==> config.mk <==
export PLATFORM = sky130hd
export DESIGN_NAME = bird_motion
export DESIGN_NICKNAME = d
export VERILOG_FILES = /design/src/rtl/flyhigh_pkg.sv /design/src/rtl/btn_edge.sv /design/src/rtl/bird_motion.sv
export SDC_FILE = /design/constraint.sdc
export NUM_CORES = 1
export LEC_CHECK = 0
export ABC_AREA = 0
export CAP_MARGIN = 0
export CORE_MARGIN = 10
export CORE_UTILIZATION = 55
export CTS_BUF_LIST = sky130_fd_sc_hd__clkbuf_16
export DETAILED_ROUTE_END_ITERATION = 7
export MAX_ROUTING_LAYER = met4
export PLACE_DENSITY_LB_ADDON = 0.08
export SLEW_MARGIN = 40
export SYNTH_ARGS = -nofsm -noshare
export SYNTH_HDL_FRONTEND = slang
export SYNTH_SLANG_ARGS = --single-unit
==> constraint.sdc <==
create_clock -name i_clk -period 5.8 [get_ports i_clk]
set_input_delay 0.87 -clock i_clk [delete_from_list [all_inputs] [get_ports i_clk]]
set_output_delay 0.87 -clock i_clk [all_outputs]
set_load 0.01 [all_outputs]
==> src/rtl/flyhigh_pkg.sv <==
// Shared FlyHigh game types: round-phase encoding and playfield geometry
// used by bird_motion, the renderer and the collision logic.
package flyhigh_pkg;

  typedef enum logic [1:0] {
    IDLE = 2'd0,
    FLY  = 2'd1,
    DEAD = 2'd2
  } state_t;

  localparam int SCREEN_H = 480;
  localparam int BIRD_H   = 16;

endpackage

==> src/rtl/btn_edge.sv <==
// Registered rising-edge detector for a debounced button level; the press
// output is high for the single cycle where the level is high but was low.
module btn_edge (
  input  logic i_clk,
  input  logic i_rst,
  input  logic i_btn,
  output logic o_press
);

  logic btn_q;

  always_ff @(posedge i_clk or posedge i_rst) begin
    if (i_rst) btn_q <= 1'b0;
    else       btn_q <= i_btn;
  end

  assign o_press = i_btn & ~btn_q;

endmodule

==> src/rtl/bird_motion.sv <==
// Bird vertical motion: flap requests, per-frame gravity, ceiling clamp,
// ground death and IDLE/FLY/DEAD round phases. Define FLYHIGH_FLAP_REPEAT_EN
// to make a held button re-flap every REPEAT_FRAMES ticks.
module bird_motion #(
  parameter int Y_W           = 10,
  parameter int V_W           = 6,
  parameter int SCREEN_H      = flyhigh_pkg::SCREEN_H,
  parameter int BIRD_H        = flyhigh_pkg::BIRD_H,
  parameter int Y_START       = 232,
  parameter int GRAVITY       = 1,
  parameter int FLAP_IMPULSE  = 8,
  parameter int V_MAX         = 10,
  parameter int REPEAT_FRAMES = 12
) (
  input  logic           i_clk,
  input  logic           i_rst,
  input  logic           i_btn_state,
  input  logic           i_frame_tick,
  input  logic           i_collide,
  input  logic           i_restart,
  output logic [Y_W-1:0] o_bird_y,
  output logic [V_W-1:0] o_vel,
  output logic [1:0]     o_state,
  output logic           o_flap,
  output logic           o_dead
);

  import flyhigh_pkg::*;

  localparam logic signed [V_W:0]   V_MAX_W  = (V_W+1)'(V_MAX);
  localparam logic signed [V_W-1:0] V_LIM    = V_W'(V_MAX);
  localparam logic signed [V_W-1:0] V_FLAP   = V_W'(-FLAP_IMPULSE);
  localparam logic signed [Y_W+1:0] Y_ZERO   = '0;
  localparam logic signed [Y_W+1:0] Y_GROUND = (Y_W+2)'(SCREEN_H - BIRD_H);
  localparam logic [Y_W-1:0]        Y_FLOOR  = Y_W'(SCREEN_H - BIRD_H);
  localparam logic [Y_W-1:0]        Y_INIT   = Y_W'(Y_START);

  state_t                state;
  logic                  press;
  logic                  flap_pending;
  logic                  rep_hit;
  logic                  flap_req;
  logic signed [V_W-1:0] vel;
  logic [Y_W-1:0]        bird_y;
  logic signed [V_W:0]   v_grav;
  logic signed [V_W-1:0] v_next;
  logic signed [Y_W+1:0] y_sum;
  logic                  hit_ceiling;
  logic                  hit_ground;

  btn_edge u_btn_edge (
    .i_clk   (i_clk),
    .i_rst   (i_rst),
    .i_btn   (i_btn_state),
    .o_press (press)
  );

`ifdef FLYHIGH_FLAP_REPEAT_EN
  localparam int C_W = $clog2(REPEAT_FRAMES + 1);
  logic [C_W-1:0] hold_cnt;

  // The repeat flap lands on the tick that completes the held period.
  assign rep_hit = (state == FLY) & i_frame_tick & i_btn_state
                 & (hold_cnt == C_W'(REPEAT_FRAMES - 1));

  always_ff @(posedge i_clk or posedge i_rst) begin
    if (i_rst)                                           hold_cnt <= '0;
    else if (state != FLY || i_restart || !i_btn_state) hold_cnt <= '0;
    else if (i_frame_tick)                               hold_cnt <= rep_hit ? '0 : hold_cnt + 1'b1;
  end
`else
  assign rep_hit = 1'b0;
`endif

  always_comb begin
    flap_req = flap_pending | press | rep_hit;
    v_grav   = {vel[V_W-1], vel} + (V_W+1)'(GRAVITY);
    if (flap_req)            v_next = V_FLAP;
    else if (v_grav > V_MAX_W) v_next = V_LIM;
    else                     v_next = v_grav[V_W-1:0];
    y_sum       = {2'b00, bird_y} + {{(Y_W+2-V_W){v_next[V_W-1]}}, v_next};
    hit_ceiling = (y_sum <= Y_ZERO);
    hit_ground  = (y_sum >= Y_GROUND);
  end

  always_ff @(posedge i_clk or posedge i_rst) begin
    if (i_rst) begin
      state        <= IDLE;
      bird_y       <= Y_INIT;
      vel          <= '0;
      flap_pending <= 1'b0;
      o_flap       <= 1'b0;
      o_dead       <= 1'b0;
    end else begin
      o_flap <= 1'b0;
      if (i_restart && state != IDLE) begin
        state        <= IDLE;
        bird_y       <= Y_INIT;
        vel          <= '0;
        flap_pending <= 1'b0;
        o_dead       <= 1'b0;
      end else begin
        unique case (state)
          IDLE: begin
            if (press) begin
              state        <= FLY;
              flap_pending <= 1'b1;
            end
          end
          FLY: begin
            // Collision wins over a same-cycle tick: nothing moves on that tick.
            if (i_collide) begin
              state        <= DEAD;
              o_dead       <= 1'b1;
              flap_pending <= 1'b0;
            end else if (i_frame_tick) begin
              flap_pending <= 1'b0;
              o_flap       <= flap_req;
              if (hit_ceiling) begin
                bird_y <= '0;
                vel    <= '0;
              end else if (hit_ground) begin
                bird_y <= Y_FLOOR;
                vel    <= v_next;
                state  <= DEAD;
                o_dead <= 1'b1;
              end else begin
                bird_y <= y_sum[Y_W-1:0];
                vel    <= v_next;
              end
            end else if (press) begin
              flap_pending <= 1'b1;
            end
          end
          DEAD: flap_pending <= 1'b0;
          default: state <= IDLE;
        endcase
      end
    end
  end

  assign o_bird_y = bird_y;
  assign o_vel    = vel;
  assign o_state  = state;

endmodule

## Word-level counts from Yosys, hierarchy flattened

Index checks and enable logic that the tools add are counted.

| word-level totals | value |
|---|---|
| bits in registers | 22 |
| input bits | 6 |
| output and inout bits | 20 |
| word-level logic and storage cells | 70 |

| cells by class | value |
|---|---|
| add/sub/neg operators | 2 |
| order comparisons | 3 |
| eq/ne operators | 9 |
| mux-type cells | 35 |
| bitwise logic cells | 3 |
| reductions and logical operators | 11 |

Operators by type and width:

| kind | number |
|---|---|
| 2-to-1 mux 10 bit | 6 |
| 2-to-1 mux 6 bit | 7 |
| 2-to-1 mux 1 bit | 14 |
| adder 11 x 6 -> 12 bit | 1 |
| >= comparator 12 x 10 -> 1 bit (second input constant) | 1 |
| less-or-equal comparator 12 x 1 -> 1 bit (second input constant) | 1 |
| 2-to-1 mux 2 bit | 6 |
| != test 4 bit (second input constant) | 3 |
| adder 6 x 2 -> 7 bit (second input constant) | 1 |
| > comparator 7 x 5 -> 1 bit (second input constant) | 1 |
| case mux 2 bit (3 select lines) | 1 |
| nonzero test 2 bit | 3 |
| nonzero test 3 bit | 2 |
| AND reduction 5 bit | 1 |
| AND reduction 4 bit | 1 |
| nonzero test 4 bit | 1 |
| != test 3 x 2 -> 1 bit (second input constant) | 1 |
| != test 3 bit (second input constant) | 1 |
| case mux 1 bit (3 select lines) | 1 |
| AND reduction 3 bit | 1 |
| == test 2 x 1 -> 1 bit (second input constant) | 1 |
| == test 2 bit (second input constant) | 1 |
| zero test 2 bit | 1 |
| != test 2 x 1 -> 1 bit (second input constant) | 1 |
| 5 further kinds | 5 |

## Longest topological paths before layout

Gate-level depths: netlist (run 1).

| logic depth | value |
|---|---|
| word-level depth | 12 |
| gate-level depth with buffers | 19 |
| gate-level depth less buffers | 18 |

## Cells and area by module

From an unflattened synthesis (run 1), not the netlist that was laid out.

| unflattened totals | value |
|---|---|
| cell total of the unflattened synthesis | 196 |
| area, all modules | 1767.9 um^2 |

By module, submodules not included:

| module | times used | cells an instance | area an instance (um^2) | seq. area each (um^2) |
|---|---|---|---|---|
| bird_motion | 1 | 193 | 1725.4 | 530.5 |
| btn_edge | 1 | 3 | 42.5 | 25.0 |

## Worst setup path before layout (run 1)

Ideal clock, no wire load.

| timing path | value |
|---|---|
| path type | register to register |
| from | register vel[0], in the netlist o_vel[0] |
| to | register bird_y[2], in the netlist o_bird_y[2] |
| library setup time | 0.121 ns |
| data arrival time | 4.002 ns |
| required time | 5.679 ns |
| path slack | 1.677 ns |
| cell stages (with the launch flop) | 20 |
| path buffers | 1 |
| clock period less this slack | 4.123 ns |
| cell sequence | dfrtp_1 ha_1 xnor2_1 o21ai_0 nand2_1 a21oi_1 o211ai_1 nand2_1 nor2_1 ha_1 fa_1 a211oi_1 o21bai_1 a211oi_1 nor3_1 a311o_1 o31a_1 buf_6 and2_4 a22o_1 |

| between the ends | value |
|---|---|
| longest elaborated chain between the ends | 12 |
| elaborated cells between the ends (all ways) | 13 |
| classes of those cells | add/sub: 2; order compare: 3; mux: 8 |

Ends and longest elaborated chain:

| what | line | source |
|---|---|---|
| start: declaration | bird_motion.sv:43 | `logic signed [V_W-1:0] vel;` |
| start signal: assignment | bird_motion.sv:124 | `vel <= v_next;` |
| start signal: assignment | bird_motion.sv:129 | `vel <= v_next;` |
| adder 6 x 2 -> 7 bit (*) | bird_motion.sv:77 | `v_grav = {vel[V_W-1], vel} + (V_W+1)'(GRAVITY);` |
| > comparator 7 x 5 -> 1 bit | bird_motion.sv:79 | `else if (v_grav > V_MAX_W) v_next = V_LIM;` |
| 2-to-1 mux 6 bit (*) | bird_motion.sv:79 |  |
| 2-to-1 mux 6 bit (*) | bird_motion.sv:78 | `if (flap_req) v_next = V_FLAP;` |
| adder 11 x 6 -> 12 bit (*) | bird_motion.sv:81 | `y_sum = {2'b00, bird_y} + {{(Y_W+2-V_W){v_next[V_W-1]}}, v_next};` |
| >= comparator 12 x 10 -> 1 bit | bird_motion.sv:83 | `hit_ground = (y_sum >= Y_GROUND);` |
| 2-to-1 mux 10 bit | bird_motion.sv:122 | `end else if (hit_ground) begin` |
| 2-to-1 mux 10 bit (*) | bird_motion.sv:119 | `if (hit_ceiling) begin` |
| 2-to-1 mux 10 bit (*) | bird_motion.sv:116 | `end else if (i_frame_tick) begin` |
| 2-to-1 mux 10 bit (*) | bird_motion.sv:112 | `if (i_collide) begin` |
| 2-to-1 mux 10 bit (*) | bird_motion.sv:103 | `unique case (state)` |
| 2-to-1 mux 10 bit (*) | bird_motion.sv:96 | `if (i_restart && state != IDLE) begin` |
| end signal: assignment | bird_motion.sv:128 | `bird_y <= y_sum[Y_W-1:0];` |
| end: declaration | bird_motion.sv:44 | `logic [Y_W-1:0] bird_y;` |

Mark *: on every way between the ends. The rest lies on a longest branch, timed or not. The select of a mux whose other input is x is not followed.
A chain may end at the register's enable or synchronous reset.

## Worst setup path after layout (run 1)

| timing path | value |
|---|---|
| from | input i_btn_state |
| to | register bird_y[2], in the netlist o_bird_y[2] |

| between the ends | value |
|---|---|
| longest elaborated chain between the ends | 11 |
| elaborated cells between the ends (all ways) | 12 |
| classes of those cells | add/sub: 1; order compare: 2; mux: 7; bitwise: 2 |

Ends and longest elaborated chain:

| what | line | source |
|---|---|---|
| start: declaration | bird_motion.sv:17 | `input logic i_btn_state,` |
| AND 1 bit (*) | btn_edge.sv:17 | `assign o_press = i_btn & ~btn_q;` |
| OR 1 bit (*) | bird_motion.sv:76 | `flap_req = flap_pending \| press \| rep_hit;` |
| 2-to-1 mux 6 bit (*) | bird_motion.sv:78 |  |
| adder 11 x 6 -> 12 bit (*) | bird_motion.sv:81 |  |
| >= comparator 12 x 10 -> 1 bit | bird_motion.sv:83 |  |
| 2-to-1 mux 10 bit | bird_motion.sv:122 |  |
| 2-to-1 mux 10 bit (*) | bird_motion.sv:119 |  |
| 2-to-1 mux 10 bit (*) | bird_motion.sv:116 |  |
| 2-to-1 mux 10 bit (*) | bird_motion.sv:112 |  |
| 2-to-1 mux 10 bit (*) | bird_motion.sv:103 |  |
| 2-to-1 mux 10 bit (*) | bird_motion.sv:96 |  |

Marks and branches as above.

==> impl_results.md, run 1 <==
* Initial antenna violation count at 0
* Clk_skew at 0.00363 ns
* Library cells used by synthesis at 54
* Final wirelength at approximately 4700 um
* Max Transition Viols Final at 0
* H-tree levels at 1
* DP HPWL at between 3000 and 4000 um
* Global-route wire length before repair at roughly 8000 um
* Synth async-reset ratio at 1.00
* Row count at 20
* Max Cap Violations at 0
* Post-Syn Area at roughly 1800 um2
* Post-CTS Setup Bufs at 0
* Yosys reg bits at 22
* Total number of vias at 1682
* Status: completed
* Detail Route Antenna Nets at 0
* Port bufs at 25
* DRC Markers at 0
* Pleak at approximately 0.98 nW
* Seq/Total Area, Yosys at 0.300
* Clock latency on the worst-skew pair at between 0.2 and 0.3 ns
* CTS Sinks at 22
* Synth warn at 0
* Final Setup Violations at 0
* RSZ-0062 raised after global routing: no
* Share of cells above drive strength 1 at 0.0938
* Die height at between 70 and 80 um
* NumNets Final at between 200 and 250
* Commonest cells after routing, fill and taps aside: clkdlybuf4s50_1, nand2_1, dfrtp_1, ha_1, nor2_1
* CTS Hold Bufs at 0
* Final hold violations at 0
* CP required at about 5.9 ns
* Main area contributors after synthesis: dfrtp_1, ha_1, dfstp_2, a22o_1, nand2_1
* PnR worst setup slack at 1.13 ns
* Number of global-route vias before repair at between 1500 and 2000
* Core area at 3130 um2
* Syn_nets at about 230
* Pin count of the biggest net entering global routing at 23
* Worst slew pin tran at ~0.66 ns
* Cts repair resizes at 0
* EDFF count, synth at 0
* Pwr/cell area at between 600 and 700 nW/um2
* Root buf cell: clkbuf_16
* Routed length per instance at approximately 17 um
* Area leader, netlist: dfrtp_1
* Post-synth top area share at 0.244
* Boundary pin count at 26
* Int Pwr at 0.000780 W
* Worst hold slack at 0.477 ns
* Hold Path Class: reg -> reg
* Worst vdd ir at about 0.38 mV
* GRT Total Usage at 0.156
* CTS tree: done
* Final critical-path required period at ~4.7 ns
* Synth Flop Type: dfrtp_1
* Initial drt markers at around 140
* Mean Syn Cell Area at approximately 9 um2
* Clock power frac at 0.133
* Setup TNS at 0 ns
* Clk slew on worst S/H paths at about 0.060 ns
* Post-layout power at about 0.0015 W
* Worst setup SP type: input port
* Sequential power share at 0.188
* Switching power at 0.000698 W
* Die footprint at between 6000 and 7000 um2
* Logic gate share of total power at 0.680
* GPL Wtd Cong at approximately 0.84
* Period utilization at 0.805
* First drt pass iteration count at 4
* Post-Place Setup Slack at ~0.91 ns
* Initial Utilization at 0.591
* CP Capture Type: flip-flop
* Max FO, Critical Path at 9
* P&R area growth vs syn at 19.1%
* Critical Path AT at slightly below 5 ns
* Sw Share at 0.472
* N_diodes at 0
* Grt ovf at 0
* Clock buffer count from CTS at 3
* Clock Tree Buf Depth at 2
* Max transition margin at 0.559
* FMAX at 0.214 GHz
* Setup CP Type: in -> reg
* Die W at just under 80 um
* Vias per Instance at between 6 and 7
* Most common cell after layout, fill and taps aside: clkdlybuf4s50_1
* Cells after synthesis at ~200
critical path: stages:
cell             delay, ns
clkdlybuf4s50_1       0.43
nor2b_1               0.15
nor2_1                0.27
nand2_1               0.16
or2_2                 0.32
ha_1                  0.39
o21ai_0               0.32
o21bai_1              0.14
a211oi_1              0.40
nor3_1                0.12
a311o_1               0.40
o31a_1                0.45
and2_4                0.20
a22o_1                0.20
area by class of cell:
| class | instances | area, um2 |
|---|---|---|
| sequential | 22 | 556 |
| multi-input combinational | 165 | 1210 |
| clock inverter | 1 | 30.0 |
| tap | 44 | 55.1 |
| timing repair buffer | 25 | 250 |
| clock buffer | 3 | 75.1 |
| fill | 245 | 925 |
| inverter | 8 | 30.0 |
power by group through the flow:
stage	sequential [W]	combinational, W	clock, W
floorplan	0.000289	0.000732	0
global placement	0.000275	0.000950	0
detailed placement	0.000279	0.000985	0
CTS	0.000277	0.000995	0.000197
global route	0.000288	0.00111	0.000203
finish	0.000277	0.00100	0.000196
final timing paths:
check                                               from                        to  slack [ns]  cells after the start
worst max-delay path                         i_btn_state   o_bird_y[2]$_DFFE_PP0P_        1.13                     14
worst min-delay path            flap_pending$_DFFE_PP0P_  flap_pending$_DFFE_PP0P_        0.48                      2
worst max register to register      o_vel[0]$_DFFE_PP0P_   o_bird_y[2]$_DFFE_PP0P_        1.16                     18
worst min register to register  flap_pending$_DFFE_PP0P_  flap_pending$_DFFE_PP0P_        0.48                      2
max in group asynchronous                          i_rst   o_bird_y[5]$_DFFE_PP1P_        4.50                      2
min in group asynchronous                          i_rst  flap_pending$_DFFE_PP0P_        0.95                      2
state kept, by name (all words and copies together), names as in the netlist:
register / count
o_bird_y: 10
o_state: 2
u_btn_edge.btn_q: 1
o_flap: 1
o_vel: 6
flap_pending: 1
o_dead: 1
kinds of logic after synthesis:
kind of cell,share of synthesized area
fa+ha+maj,0.126
xor+xnor,0.0474
buf+inv,0.0467
flops,0.300
compound gates,0.288
mux,0.0115
simple gates,0.180
synth_stat cells, types with 2 or more instances:
master and count:
buf_6 3, a21boi_0 3, a2111oi_0 3, a21oi_1 13, nand3_1 7, o21bai_1 2, a221o_2 2, nand2b_1 2
xnor2_1 6, o21ai_0 10, xor2_1 4, ha_1 17, nor2b_1 3, nor4_1 2, inv_1 8, nor2_1 14
a22o_1 11, dfrtp_1 18, dfstp_2 4, clkbuf_1 3, o21a_1 3, a21o_1 7, and2_1 2, a211oi_1 4
nand2_1 18, o211ai_1 2, nor3_1 5
stage by stage:
stage               std cells  area [um2]  utilization
detailed placement        264        2100        0.671
global route              268        2200        0.704
floorplan                 203        1850            -
finish                    268        2200        0.704
CTS                       268        2200        0.704
global placement          264        2100        0.671
layer usage:
metal  GRT usage  routed length [um]  vias up
li1            -                   -      806
met1       0.185                2050      808
met2       0.255                2290       58
met3      0.0253                 238       10
met4      0.0663                  79        0
met5           -                   0        -
(Power assumes the default switching activity.)
==> run 2, diff against run 1 <==
- clock period: 5.8 -> 4.6 ns (I/O delays scaled with it)
==> impl_results.md, run 2 (synthesis results as in run 1) <==
* Status: completed
* Worst Path Buf+Inv at 1
* Clock buffer count from CTS at 3
* Sequential power share at 0.177
* Met2 WL at between 2000 and 2500 um
* First drt pass iteration count at 5
* Final hold violations at 0
* Top delay family on crit path: compound AO/OA/AOI/OAI gates
* Final critical-path required period at about 4.3 ns
* Int Pwr at around 0.0011 W
* Clk slew on worst S/H paths at about 0.06 ns
* H-tree levels at 1
* Hold Path Class: reg -> reg
* Total number of vias at 1702
* Share of cells above drive strength 1 at 0.150
* Pleak at just over 1 nW
* Number of global-route vias before repair at around 1700
* Worst setup SP type: flip-flop
* Logic gate share of total power at 0.697
* Boundary pin count at 26
* Slowest CP cell: a2111oi_0
* Worst hold slack at around 0.48 ns
* Root buf cell: clkbuf_16
* Die height at approximately 80 um
* Commonest cells after routing, fill and taps aside: clkdlybuf4s50_1, nand2_1, dfrtp_1, ha_1, nor2_1
* Row count at 20
* CTS Sinks at 22
* NumNets Final at roughly 260
* Final Setup Violations at 0
* Setup TNS at 0 ns
* Max Transition Viols Final at 0
* Pwr/cell area at 854 nW/um2
* Setup CP Type: reg -> reg
* Final wirelength at between 4000 and 5000 um
* Port bufs at 25
* CP required at between 4 and 5 ns
* Detail Route Antenna Nets at 0
* Crit-path max cell delay at 0.51 ns
* Pin count of the biggest net entering global routing at 23
* Critical path's most frequent cell: nand2_1
* Met1 Wirelength at between 1500 and 2000 um
* GRT Total Usage at 0.152
* FMAX at about 0.23 GHz
* Top layer in use: met4
* Die footprint at roughly 6000 um2
* Max Cap Violations at 0
* Vias per Instance at roughly 6
* Initial drt markers at roughly 110
* Met3 Wirelength at 339 um
* GPL Wtd Cong at around 0.9
* Sw Share at 0.464
* Initial Utilization at 0.591
* Most common cell after layout, fill and taps aside: clkdlybuf4s50_1
* Core area at 3130 um2
* DP HPWL at 3640 um
* Worst vdd ir at roughly 0.51 mV
* P&R area growth vs syn at 24.4%
* Multi-input logic area at 1230 um2
* Max reg flops at 10
* Worst slew pin tran at 0.617 ns
* DRC Markers at 0
* N_diodes at 0
* Clock Tree Buf Depth at 2
* Initial antenna violation count at 0
* Clk_skew at roughly 0.0035 ns
* Grt ovf at 0
* CTS Hold Bufs at 0
* Post-layout power at a little under 0.002 W
* Die W at about 78 um
* Period utilization at 0.928
* RSZ-0062 raised after global routing: no
* Register area at ~560 um2
* Crit-path cells: ha_1 -> xnor2_1 -> o21ai_0 -> nand2_1 -> a21oi_1 -> o211ai_1 -> nand2_1 -> or2_2 -> ha_1 -> buf_4 -> o21ai_0 -> nor2_1 -> o31ai_2 -> nand2_1 -> nor4_4 -> o21ai_2 -> a2111oi_0 -> a2111oi_1
* Max transition margin at 0.589
* Switching power at approximately 0.0009 W
* CP Capture Type: flip-flop
* Filler cell count at around 250
* Clock latency on the worst-skew pair at around 0.26 ns
* Global-route wire length before repair at slightly below 8000 um
* PnR worst setup slack at 0.333 ns
* CTS tree: done
* Clock power frac at 0.126
* Critical Path AT at around 4.4 ns
* Routed length per instance at 16.7 um
* Post-Place Setup Slack at -0.0322 ns
* Max FO, Critical Path at 7
-- run 2: area by class of cell --
class,instances,share of cell area
Sequential cell,22,0.242
Multi-Input combinational cell,165,0.534
Tap cell,44,0.0239
Clock inverter,1,0.0131
Timing Repair Buffer,35,0.141
Inverter,8,0.0131
Clock buffer,3,0.0326
-- run 2: metal layers --
| layer | vias to the layer above | global-route usage |
|---|---|---|
| met5 | - | - |
| met4 | 0 | 0.0376 |
| met3 | 8 | 0.0357 |
| met2 | 66 | 0.259 |
| met1 | 803 | 0.177 |
| li1 | 825 | - |
-- run 2: repair_timing --
item	4_1_cts	5_1_grt
setup buffers	0	0
gates resized for setup	0	5
endpoints found under the setup margin	0	1
-- run 2: metrics by stage --
stage | util | instances | instance area, um2
6_report | 0.735 | 278 | 2300
5_1_grt | 0.735 | 278 | 2300
4_1_cts | 0.728 | 278 | 2280
3_5_place_dp | 0.695 | 274 | 2170
3_3_place_gp | 0.695 | 274 | 2170
2_1_floorplan | - | 203 | 1850
-- run 2: tightest hold or removal path, stage by stage (launching register included) --
cell	delay (ns)
dfrtp_1	0.34
nand2_1	0.05
o41ai_1	0.05
-- run 2: power groups by stage --
stage	registers (W)	clock network [W]	logic, W
finish	0.000348	0.000247	0.00137
global route	0.000359	0.000253	0.00150
CTS	0.000348	0.000248	0.00134
detailed placement	0.000349	0	0.00133
global placement	0.000346	0	0.00128
floorplan	0.000364	0	0.000923
-- run 2: path summary, 6_finish.rpt --
check / from / to / slack (ns) / cells past startpoint
min in group asynchronous: i_rst / o_vel[4]$_DFFE_PP0P_ / 0.76 / 2
setup / recovery: o_vel[1]$_DFFE_PP0P_ / o_state[1]$_DFFE_PP0P_ / 0.33 / 18
hold / removal: flap_pending$_DFFE_PP0P_ / flap_pending$_DFFE_PP0P_ / 0.48 / 2
setup reg to reg: o_vel[1]$_DFFE_PP0P_ / o_state[1]$_DFFE_PP0P_ / 0.33 / 18
hold reg to reg: flap_pending$_DFFE_PP0P_ / flap_pending$_DFFE_PP0P_ / 0.48 / 2
max in group asynchronous: i_rst / o_bird_y[6]$_DFFE_PP1P_ / 3.48 / 2
==> variant (flow settings as in run 1) <==
The parameter `V_W` goes from 6 to 12.
--- a/src/rtl/bird_motion.sv
+++ b/src/rtl/bird_motion.sv
@@ -4,5 +4,5 @@
 module bird_motion #(
   parameter int Y_W           = 10,
-  parameter int V_W           = 6,
+  parameter int V_W           = 12,
   parameter int SCREEN_H      = flyhigh_pkg::SCREEN_H,
   parameter int BIRD_H        = flyhigh_pkg::BIRD_H,
Interface: changed (resized o_vel); port bits go from 26 to 32. No check against the original RTL was run, so the function may have changed too.
==> variant against run 1 <==
Register-to-register slack worse by 0.76 ns. Hold slack gained 0.040 ns. Worst setup slack got worse by 0.73 ns. Clock skew about the same. Total power is 4.1% higher. Via count is 32% higher. Cell area is 27% higher. Sequential cell count up 6. Synthesized area grew 27%. First-iteration DRC count up 41%. Synthesized cell count increased by 35%. Wire length is 31% higher. Count of clock-buffer cells in the layout unchanged. Clock power down 19%. Critical endpoint is now o_bird_y[5]. Largest power group unchanged.
==> variant: results (changes against run 1) <==
INFO  metric detailroute.via_count = 2,219 (was 1,682)
INFO  metric fillerInstances = 346 (was 245)
INFO  metric drt-total-wl = 6100 µm (was 4650 µm)
INFO  metric grt_use_met2 = 0.272 (was 0.255)
INFO  metric globalRouteTotalUtil = 0.173 (was 0.156)
INFO  metric crit_slowest_cell = sky130_fd_sc_hd__dfrtp_1 (was sky130_fd_sc_hd__o31a_1)
INFO  metric relSlewSlack = 0.489 (was 0.559)
INFO  metric dp_hpwl = 4670 µm (was 3540 µm)
INFO  metric route.met3.wl = 374 µm (was 238 µm)
INFO  metric skew = 0.00344 ns (was 0.00363 ns)
INFO  metric synth.top_cells.by_area = sky130_fd_sc_hd__dfrtp_1 26%, sky130_fd_sc_hd__ha_1 8.5%, sky130_fd_sc_hd__dfstp_2 4.5% (was sky130_fd_sc_hd__dfrtp_1 24%, sky130_fd_sc_hd__ha_1 12%, sky130_fd_sc_hd__dfstp_2 5.7%)
INFO  metric global_route_wire_length_before_repair = 10,400 µm (was 7890 µm)
INFO  metric timing.critical_path.fanout_max = 10 (was 9)
INFO  metric avgViaCountPerCell = 6.27 (was 6.28)
INFO  metric drt_iter0_drc = 195 (was 138)
INFO  metric run_status = complete, no violations (unchanged)
INFO  metric met3_usage = 0.0277 (was 0.0253)
INFO  metric portion_of_the_post_synthesis_area_used_by_sequential_elements = 0.300 (about the same)
INFO  metric maximum_number_of_pins_on_one_net_before_global_route_repair = 29 (was 23)
INFO  metric largest_register_ffs = 12 (was 10)
INFO  metric placement.cell_area = 2710 µm² (was 2100 µm²)
INFO  metric syn_inst = 275 (was 203)
INFO  metric synth.top_cells.by_count = 26 x sky130_fd_sc_hd__nand2_1, 24 x sky130_fd_sc_hd__dfrtp_1, 19 x sky130_fd_sc_hd__nor2_1 (was 18 x sky130_fd_sc_hd__dfrtp_1, 18 x sky130_fd_sc_hd__nand2_1, 17 x sky130_fd_sc_hd__ha_1)
INFO  metric largest_voltage_drop_on_the_vdd_net = 367 µV (was 381 µV)
INFO  metric design.final.nets = 328 (was 249)
INFO  metric layout-drive-gt1-share = 0.0822 (was 0.0938)
INFO  metric yosys.cell_types.count = 63 (was 54)
INFO  metric power_density = 551 nW/µm² (was 671 nW/µm²)
INFO  metric critPathMaxStageDelay = 0.54 ns (was 0.45 ns)
INFO  metric family_with_the_most_delay_on_the_worst_path = simple AND/OR/NAND/NOR gates (was compound AO/OA/AOI/OAI gates)
INFO  metric worst_ep_arrival_time = 5.59 ns (was 4.81 ns)
INFO  metric grtUsageMet1 = 0.223 (was 0.185)
variant: cell types whose count changed after synthesis, moves of 4 or more:
cell                      change
sky130_fd_sc_hd__dfrtp_1      +6
sky130_fd_sc_hd__inv_1        +6
sky130_fd_sc_hd__o31ai_1      +4
sky130_fd_sc_hd__a21o_1       -4
sky130_fd_sc_hd__o21ai_1      +5
sky130_fd_sc_hd__nor2_1       +5
sky130_fd_sc_hd__nand2_1      +8
sky130_fd_sc_hd__buf_2        +5
variant: cell families (layout without fill, tap and decap cells):
| family | after synthesis | after routing | share of synthesized area |
|---|---|---|---|
| and+or+nand+nor | 96 | 96 | 0.218 |
| DFF | 28 | 28 | 0.300 |
| AOI/OAI and AO/OA | 91 | 91 | 0.276 |
| buffers and inverters | 26 | 55 | 0.0474 |
| muxes | 2 | 2 | 0.00852 |
| xor gates and xnor gates | 15 | 15 | 0.0559 |
| adders and majority gates | 17 | 17 | 0.0937 |
variant: worst paths after layout:
kind                       cells past startpoint           to   startpoint  slack [ns]
max in group asynchronous                      2     o_vel[2]        i_rst        4.39
max                                           18  o_bird_y[5]     o_vel[2]        0.40
min reg2reg                                    1  o_bird_y[5]  o_bird_y[5]        0.52
min                                            1  o_bird_y[5]  o_bird_y[5]        0.52
max reg2reg                                   18  o_bird_y[5]     o_vel[2]        0.40
min in group asynchronous                      2     o_vel[9]        i_rst        1.00
variant: power by group:
part / internal [mW] / switching (mW)
Combinational: 0.467 / 0.555
Sequential: 0.264 / 0.0963
Clock: 0.0924 / 0.0661
variant: area by class of cell:
class,count,area share
inverter,14,0.0188
clock inverter,1,0.00134
clock buffer,3,0.0269
tap,50,0.0224
timing repair buffer,37,0.127
sequential,28,0.253
multi-input combinational,221,0.551
